==> src/rtl/mac_cluster_seq_if.sv <==
// Signal bundle around the MAC quad-cluster job sequencer: command, operand,
// cluster-side and result channels. master = sequencer view, slave = surrounding fabric/cluster.
interface mac_cluster_seq_if #(
  parameter int MIN_WIDTH  = 8,
  parameter int ACC_WIDTH  = 32,
  parameter int CONF_WIDTH = 2,
  parameter int LEN_W      = 16
);
  logic                              cmd_valid;
  logic                              cmd_ready;
  logic [1:0]                        cmd_mode;
  logic [LEN_W-1:0]                  cmd_len;
  logic [4*ACC_WIDTH-1:0]            cmd_init;
  logic                              op_valid;
  logic                              op_ready;
  logic [4*MIN_WIDTH-1:0]            op_a;
  logic [4*MIN_WIDTH-1:0]            op_b;
  logic                              mac_rst;
  logic                              mac_en;
  logic [4*ACC_WIDTH+CONF_WIDTH-1:0] mac_cfg;
  logic [4*MIN_WIDTH-1:0]            mac_a;
  logic [4*MIN_WIDTH-1:0]            mac_b;
  logic [4*ACC_WIDTH-1:0]            mac_out;
  logic                              res_valid;
  logic                              res_ready;
  logic [4*ACC_WIDTH-1:0]            res_data;
  logic                              busy;

  modport master (
    input  cmd_valid, cmd_mode, cmd_len, cmd_init, op_valid, op_a, op_b, mac_out, res_ready,
    output cmd_ready, op_ready, mac_rst, mac_en, mac_cfg, mac_a, mac_b, res_valid, res_data, busy
  );

  modport slave (
    output cmd_valid, cmd_mode, cmd_len, cmd_init, op_valid, op_a, op_b, mac_out, res_ready,
    input  cmd_ready, op_ready, mac_rst, mac_en, mac_cfg, mac_a, mac_b, res_valid, res_data, busy
  );
endinterface

==> src/rtl/mac_cluster_seq.sv <==
// Job sequencer for one MAC quad-cluster: command -> clear/config -> operand stream ->
// pipeline drain -> result handshake. Handshake outputs are registered from the next state.
module mac_cluster_seq #(
  parameter int MIN_WIDTH  = 8,
  parameter int ACC_WIDTH  = 32,
  parameter int CONF_WIDTH = 2,
  parameter int LEN_W      = 16,
  parameter int PIPE_LAT   = 3
) (
  input  logic              clk,
  input  logic              rst,
  mac_cluster_seq_if.master bus
);
  localparam int               DRN_W    = (PIPE_LAT > 1) ? $clog2(PIPE_LAT) : 1;
  localparam logic [DRN_W-1:0] DRN_LAST = DRN_W'(PIPE_LAT - 1);

  localparam logic [2:0] S_IDLE   = 3'd0;
  localparam logic [2:0] S_CLEAR  = 3'd1;
  localparam logic [2:0] S_RUN    = 3'd2;
  localparam logic [2:0] S_DRAIN  = 3'd3;
  localparam logic [2:0] S_RESULT = 3'd4;

  logic [2:0]                        state;
  logic [2:0]                        state_nxt;
  logic [LEN_W-1:0]                  beat_cnt;
  logic [DRN_W-1:0]                  drain_cnt;
  logic                              cmd_ready_q;
  logic                              op_ready_q;
  logic                              mac_rst_q;
  logic                              res_valid_q;
  logic                              busy_q;
  logic [4*ACC_WIDTH+CONF_WIDTH-1:0] mac_cfg_q;
  logic [4*ACC_WIDTH-1:0]            res_data_q;
  logic [1:0]                        mode_c;
  logic                              cmd_fire;
  logic                              beat_fire;
  logic                              res_fire;
  logic                              run_beat;

  // Reserved mode 11 is treated as quad.
  assign mode_c    = (bus.cmd_mode == 2'b11) ? 2'b10 : bus.cmd_mode;
  assign cmd_fire  = cmd_ready_q && bus.cmd_valid;
  assign beat_fire = op_ready_q && bus.op_valid;
  assign res_fire  = res_valid_q && bus.res_ready;

  always_comb begin
    state_nxt = state;
    case (state)
      S_IDLE:   if (cmd_fire) state_nxt = S_CLEAR;
      S_CLEAR:  state_nxt = (beat_cnt != '0) ? S_RUN : S_DRAIN;
      S_RUN:    if (beat_fire && (beat_cnt == LEN_W'(1))) state_nxt = S_DRAIN;
      S_DRAIN:  if (drain_cnt == '0) state_nxt = S_RESULT;
      S_RESULT: if (res_fire) state_nxt = S_IDLE;
      default:  state_nxt = S_IDLE;
    endcase
  end

  always_ff @(posedge clk or negedge rst) begin
    if (!rst) begin
      state       <= S_IDLE;
      beat_cnt    <= '0;
      drain_cnt   <= '0;
      cmd_ready_q <= 1'b0;
      op_ready_q  <= 1'b0;
      mac_rst_q   <= 1'b0;
      res_valid_q <= 1'b0;
      busy_q      <= 1'b0;
      mac_cfg_q   <= '0;
      res_data_q  <= '0;
    end else begin
      state       <= state_nxt;
      cmd_ready_q <= (state_nxt == S_IDLE);
      op_ready_q  <= (state_nxt == S_RUN);
      mac_rst_q   <= (state_nxt == S_CLEAR);
      res_valid_q <= (state_nxt == S_RESULT);
      busy_q      <= (state_nxt != S_IDLE);

      if (cmd_fire) begin
        beat_cnt  <= bus.cmd_len;
        mac_cfg_q <= {bus.cmd_init, CONF_WIDTH'(mode_c)};
      end else if (beat_fire) begin
        beat_cnt  <= beat_cnt - LEN_W'(1);
      end

      // Drain counter runs PIPE_LAT-1 down to 0; the zero cycle captures the cluster outputs.
      if ((state != S_DRAIN) && (state_nxt == S_DRAIN)) begin
        drain_cnt <= DRN_LAST;
      end else if (state == S_DRAIN) begin
        drain_cnt <= drain_cnt - DRN_W'(1);
      end

      if ((state == S_DRAIN) && (drain_cnt == '0)) begin
        res_data_q <= bus.mac_out;
      end
    end
  end

  // Operands pass straight through during RUN; drain cycles feed zeros that add nothing.
  assign run_beat      = (state == S_RUN) && bus.op_valid;
  assign bus.mac_en    = run_beat || (state == S_DRAIN);
  assign bus.mac_a     = run_beat ? bus.op_a : {4*MIN_WIDTH{1'b0}};
  assign bus.mac_b     = run_beat ? bus.op_b : {4*MIN_WIDTH{1'b0}};

  assign bus.cmd_ready = cmd_ready_q;
  assign bus.op_ready  = op_ready_q;
  assign bus.mac_rst   = mac_rst_q;
  assign bus.mac_cfg   = mac_cfg_q;
  assign bus.res_valid = res_valid_q;
  assign bus.res_data  = res_data_q;
  assign bus.busy      = busy_q;
endmodule

==> src/flat_wrapper.sv <==
// flat-port wrapper written by rule: the top's interface ports become plain ports
module mac_cluster_seq_flat 
#(
  parameter int MIN_WIDTH  = 8,
  parameter int ACC_WIDTH  = 32,
  parameter int CONF_WIDTH = 2,
  parameter int LEN_W      = 16,
  parameter int PIPE_LAT   = 3
)
  (clk, rst, bus_cmd_valid, bus_cmd_mode, bus_cmd_len, bus_cmd_init, bus_op_valid, bus_op_a, bus_op_b, bus_mac_out, bus_res_ready, bus_cmd_ready, bus_op_ready, bus_mac_rst, bus_mac_en, bus_mac_cfg, bus_mac_a, bus_mac_b, bus_res_valid, bus_res_data, bus_busy);
  mac_cluster_seq_if #(.MIN_WIDTH(MIN_WIDTH), .ACC_WIDTH(ACC_WIDTH), .CONF_WIDTH(CONF_WIDTH), .LEN_W(LEN_W)) bus_i ();
  input  logic clk;
  input  logic rst;
  input wire logic [$bits(bus_i.cmd_valid)-1:0] bus_cmd_valid;
  input wire logic [$bits(bus_i.cmd_mode)-1:0] bus_cmd_mode;
  input wire logic [$bits(bus_i.cmd_len)-1:0] bus_cmd_len;
  input wire logic [$bits(bus_i.cmd_init)-1:0] bus_cmd_init;
  input wire logic [$bits(bus_i.op_valid)-1:0] bus_op_valid;
  input wire logic [$bits(bus_i.op_a)-1:0] bus_op_a;
  input wire logic [$bits(bus_i.op_b)-1:0] bus_op_b;
  input wire logic [$bits(bus_i.mac_out)-1:0] bus_mac_out;
  input wire logic [$bits(bus_i.res_ready)-1:0] bus_res_ready;
  output wire logic [$bits(bus_i.cmd_ready)-1:0] bus_cmd_ready;
  output wire logic [$bits(bus_i.op_ready)-1:0] bus_op_ready;
  output wire logic [$bits(bus_i.mac_rst)-1:0] bus_mac_rst;
  output wire logic [$bits(bus_i.mac_en)-1:0] bus_mac_en;
  output wire logic [$bits(bus_i.mac_cfg)-1:0] bus_mac_cfg;
  output wire logic [$bits(bus_i.mac_a)-1:0] bus_mac_a;
  output wire logic [$bits(bus_i.mac_b)-1:0] bus_mac_b;
  output wire logic [$bits(bus_i.res_valid)-1:0] bus_res_valid;
  output wire logic [$bits(bus_i.res_data)-1:0] bus_res_data;
  output wire logic [$bits(bus_i.busy)-1:0] bus_busy;
  assign bus_i.cmd_valid = bus_cmd_valid;
  assign bus_i.cmd_mode = bus_cmd_mode;
  assign bus_i.cmd_len = bus_cmd_len;
  assign bus_i.cmd_init = bus_cmd_init;
  assign bus_i.op_valid = bus_op_valid;
  assign bus_i.op_a = bus_op_a;
  assign bus_i.op_b = bus_op_b;
  assign bus_i.mac_out = bus_mac_out;
  assign bus_i.res_ready = bus_res_ready;
  assign bus_cmd_ready = bus_i.cmd_ready;
  assign bus_op_ready = bus_i.op_ready;
  assign bus_mac_rst = bus_i.mac_rst;
  assign bus_mac_en = bus_i.mac_en;
  assign bus_mac_cfg = bus_i.mac_cfg;
  assign bus_mac_a = bus_i.mac_a;
  assign bus_mac_b = bus_i.mac_b;
  assign bus_res_valid = bus_i.res_valid;
  assign bus_res_data = bus_i.res_data;
  assign bus_busy = bus_i.busy;
  mac_cluster_seq #(.MIN_WIDTH(MIN_WIDTH), .ACC_WIDTH(ACC_WIDTH), .CONF_WIDTH(CONF_WIDTH), .LEN_W(LEN_W), .PIPE_LAT(PIPE_LAT)) u_core (.clk(clk), .rst(rst), .bus(bus_i));
endmodule
==> config.mk <==
export PLATFORM = sky130hd
export DESIGN_NAME = mac_cluster_seq_flat
export DESIGN_NICKNAME = d
export VERILOG_FILES = /design/src/rtl/mac_cluster_seq_if.sv /design/src/rtl/mac_cluster_seq.sv /design/src/flat_wrapper.sv
export SDC_FILE = /design/constraint.sdc
export NUM_CORES = 1
export LEC_CHECK = 0
export ABC_CLOCK_PERIOD_IN_PS = 2200
export CAP_MARGIN = 5
export CORE_AREA = 2 2 259 261
export CTS_CLUSTER_DIAMETER = 80
export DETAILED_ROUTE_END_ITERATION = 7
export DIE_AREA = 0 0 261 263
export PLACE_DENSITY = 0.4
export SLEW_MARGIN = 30
export SYNTH_ARGS = -nofsm -noshare
export SYNTH_HDL_FRONTEND = slang
export SYNTH_SLANG_ARGS = --single-unit
export TNS_END_PERCENT = 100
==> constraint.sdc <==
create_clock -name clk -period 2.2 [get_ports clk]
set_clock_uncertainty 0.05 [all_clocks]
set_input_delay 0.44 -clock clk [delete_from_list [all_inputs] [get_ports clk]]
set_output_delay 0.44 -clock clk [all_outputs]
set_load 0.01 [all_outputs]
==> impl_results.md <==
* Antenna-violating nets left at 0
* Met1 Use GR at 0.151
* Top FF cell, synth: dfrtp_1
* Avg WL per Cell at 18.1 um
* Fin area at 20,700 um^2
* Initial drt markers at 422
* Crit-path cells: nor3b_4 -> buf_6 -> clkbuf_16 -> and3_4 -> buf_6
* Die width at 261 um
* Layout Cells excl Fill at 2,909
* First-pass GRT wire length at 75.8 mm
* Met2 Use GR at 0.281
* Cell count after synthesis at 1,318
* Dpl ws at -0.239 ns
* # port buffers at 670
* Worst ir drop on vdd at 0.566 mV
* Max_cap viols at 0
* Post-DR vias/cell at 3.88
* Crit path max fanout at 8
* Post-synthesis compound-gate area fraction at 0.0146
* Synth Area in Simple Gates at 0.322
* Share of synthesized flip-flops with an asynchronous set or reset at 1.00
* Total CTS buffers at 38
* Xor/xnor share of the synthesized area at 0.00917
* Fin. max-slew vios at 0
* Highest cell delay on the worst timing path at 0.40 ns
* Cell area power density at 1370 nW/um^2
* Crit path capture type: output port
* Largest net degree at the start of global routing at 68
* Grt ovf at 0
* CTS tree: yes
* Hold Crit Class: in2async
* Placer congestion estimate at 0.783
* Outcome: finished with violations
* I/O pin cnt at 671
* Reg2reg setup slack at 0.18 ns
* Library cells used by synthesis at 43
* Vias in the first global route at 11,800
* Leak Pwr at 9.85 nW
* Post-synthesis cell area at 11,500 um^2
* Startpoint Class: flip-flop
* H-tree depth at 2
* Synthesized area per cell at 8.70 um^2
* Met3 Usage GRT at 0.0373
* Fillcell total at 6,913
* Post-place instance area at 19,600 um^2
* Post-synth EDFFs at 0
* Share of layout cells above drive strength 1 at 0.0970
* Row cnt at 94
* YS warnings at 0
* Synth Area in Adders at 0.00437
* Maximum buffer depth of the clock tree at 3
* Final WS setup at -0.0744 ns
* Commonest cells after routing, fill and taps aside: 794 x nand2_1, 604 x clkdlybuf4s50_1, 284 x dfrtp_1
* Post-DP HPWL at 39.3 mm
* Fin. Hold Viols at 0
* Tcrit/Tclk final at 1.03
* Required @ worst endpoint at 1.71 ns
* Layout area overhead at 80.8%
* Multiplexer share of the synthesized area at 0.000873
* Final setup viols at 65
* CTS root buf: clkbuf_16
* DP Cell Count at 2,828
* WHS at 0.307 ns
* Clk sink count at 284
* Final nets at 2,360
* Core area at 65,600 um^2
* Initial antenna violation count at 5
* Seq/Total Area, Yosys at 0.620
* Global Route Usage Sum at 0.147
* Vias at 11,300
* Initial Utilization at 0.175
* Worst path most repeated cell: buf_6
* GRT busiest layer: met2
* FF+latch count, synth at 284
* Crit-path slowest cell: dfrtp_1
* Leading cell type in the layout, fill and taps excluded: nand2_1
* WP data arrival at 1.78 ns
* Worst skew pair latency at 0.53 ns
* Clock transition at path regs at 0.06 ns
* Final WL at 52.6 mm
* Tmin final at 2.27 ns
* Failing checks: setup timing
* Setup CP Type: reg2out
* DR DRC count at 0
* Slew headroom at 0.646
* Max frequency at 440 MHz
* Synth Net Count at 1,665
* RSZ-0062 raised after global routing: yes
* Worst-Margin Slew at 0.532 ns
* Height of the die at 263 um
* Largest family of logic cells by synthesized area: simple AND/OR/NAND/NOR gates
* Overall power at 28.3 mW
* DRT Pass-1 Iters at 4
* Die area at 68,600 um^2
cell families (layout without fill, tap and decap cells):
family	after synthesis	count (layout)
AND/OR/NAND/NOR	907	907
flip-flops	284	284
buffers and inverters	84	807
AO/OA/AOI/OAI	26	26
XOR/XNOR	12	12
adder cells (fa/ha/maj)	4	4
multiplexers	1	1
other	0	4
per-layer routing:
layer | up-vias | wire length [um] | share of wire
li1 | 5478 | - | -
met1 | 5343 | 18500 | 0.35
met2 | 378 | 28400 | 0.54
met3 | 85 | 3760 | 0.071
met4 | 2 | 1930 | 0.037
met5 | - | 12 | 0.00023
flip-flops by register name, indices dropped and copies added, names as in the netlist:
register              flops
u_core.bus.res_data     128
u_core.bus.mac_rst        1
u_core.state              3
u_core.drain_cnt          2
u_core.bus.mac_cfg      130
u_core.bus.res_valid      1
u_core.bus.op_ready       1
u_core.bus.busy           1
u_core.beat_cnt          16
u_core.bus.cmd_ready      1
per-stage QoR:
stage,util,TNS (ns)
2_1_floorplan,-,0
3_3_place_gp,0.298,-11.56
3_5_place_dp,0.298,-13.18
4_1_cts,0.315,-6.09
5_1_grt,0.316,-9.02
6_report,0.316,-3.36
Yosys cell counts (2+ instances only):
cell	number	area, um^2
nand3_1	7	35.0
nor2_1	11	41.3
buf_2	4	20.0
a41oi_1	2	17.5
and2_1	2	12.5
o31ai_1	2	15.0
ha_1	4	50.1
dfrtp_1	284	7110
or3_4	2	22.5
a31oi_1	2	12.5
inv_1	8	30.0
clkbuf_1	68	255
nor4_1	6	37.5
nand4_1	2	12.5
xor2_1	5	43.8
buf_1	2	7.51
xnor2_1	7	61.3
and3_1	67	419
or3_1	3	18.8
nand2_1	795	2980
o21ai_0	13	65.1
report_power, final:
group / internal (mW) / switching [mW]
clock: 3.89 / 2.48
sequential: 7.78 / 1.47
combinational: 6.77 / 5.95
worst max-delay path: cells and delay by family (launching register included):
family / cells / cell delay, ns
buffers and inverters: 3 / 0.43
DFF: 1 / 0.40
and+or+nand+nor: 2 / 0.43
worst paths after layout:
path / start / endpoint / cells past startpoint
max: u_core.state[2] / bus_mac_a[8] / 5
max in group asynchronous: rst / u_core.bus.res_data[26] / 3
max reg2reg: u_core.beat_cnt[14] / u_core.bus.cmd_ready / 4
min: rst / u_core.bus.res_data[19] / 2
min reg2reg: u_core.bus.res_data[58] / u_core.bus.res_data[58] / 2
min in group clk: bus_mac_out[120] / u_core.bus.res_data[120] / 3
layout make-up:
type | instances | area [um^2] | share of cell area
flip-flops and latches | 284 | 7110 | 0.343
clock buffers | 56 | 1120 | 0.0540
diodes | 4 | 10.0 | 0.000483
inverters | 8 | 30.0 | 0.00145
clock inverters | 12 | 161 | 0.00778
well taps | 864 | 1080 | 0.0521
multi-input cells | 950 | 4080 | 0.197
repair buffers | 731 | 7150 | 0.345
timing repair:
item | in CTS | in global routing
pin swaps | 4 | 0
gates resized for setup | 270 | 2
hold buffers | 1 | 0
buffers inserted | 3 | 0
gates cloned | 4 | 1
hold endpoints to repair | 24 | 0
endpoints found under the setup margin | 65 | 65
(Power assumes the default switching activity.)
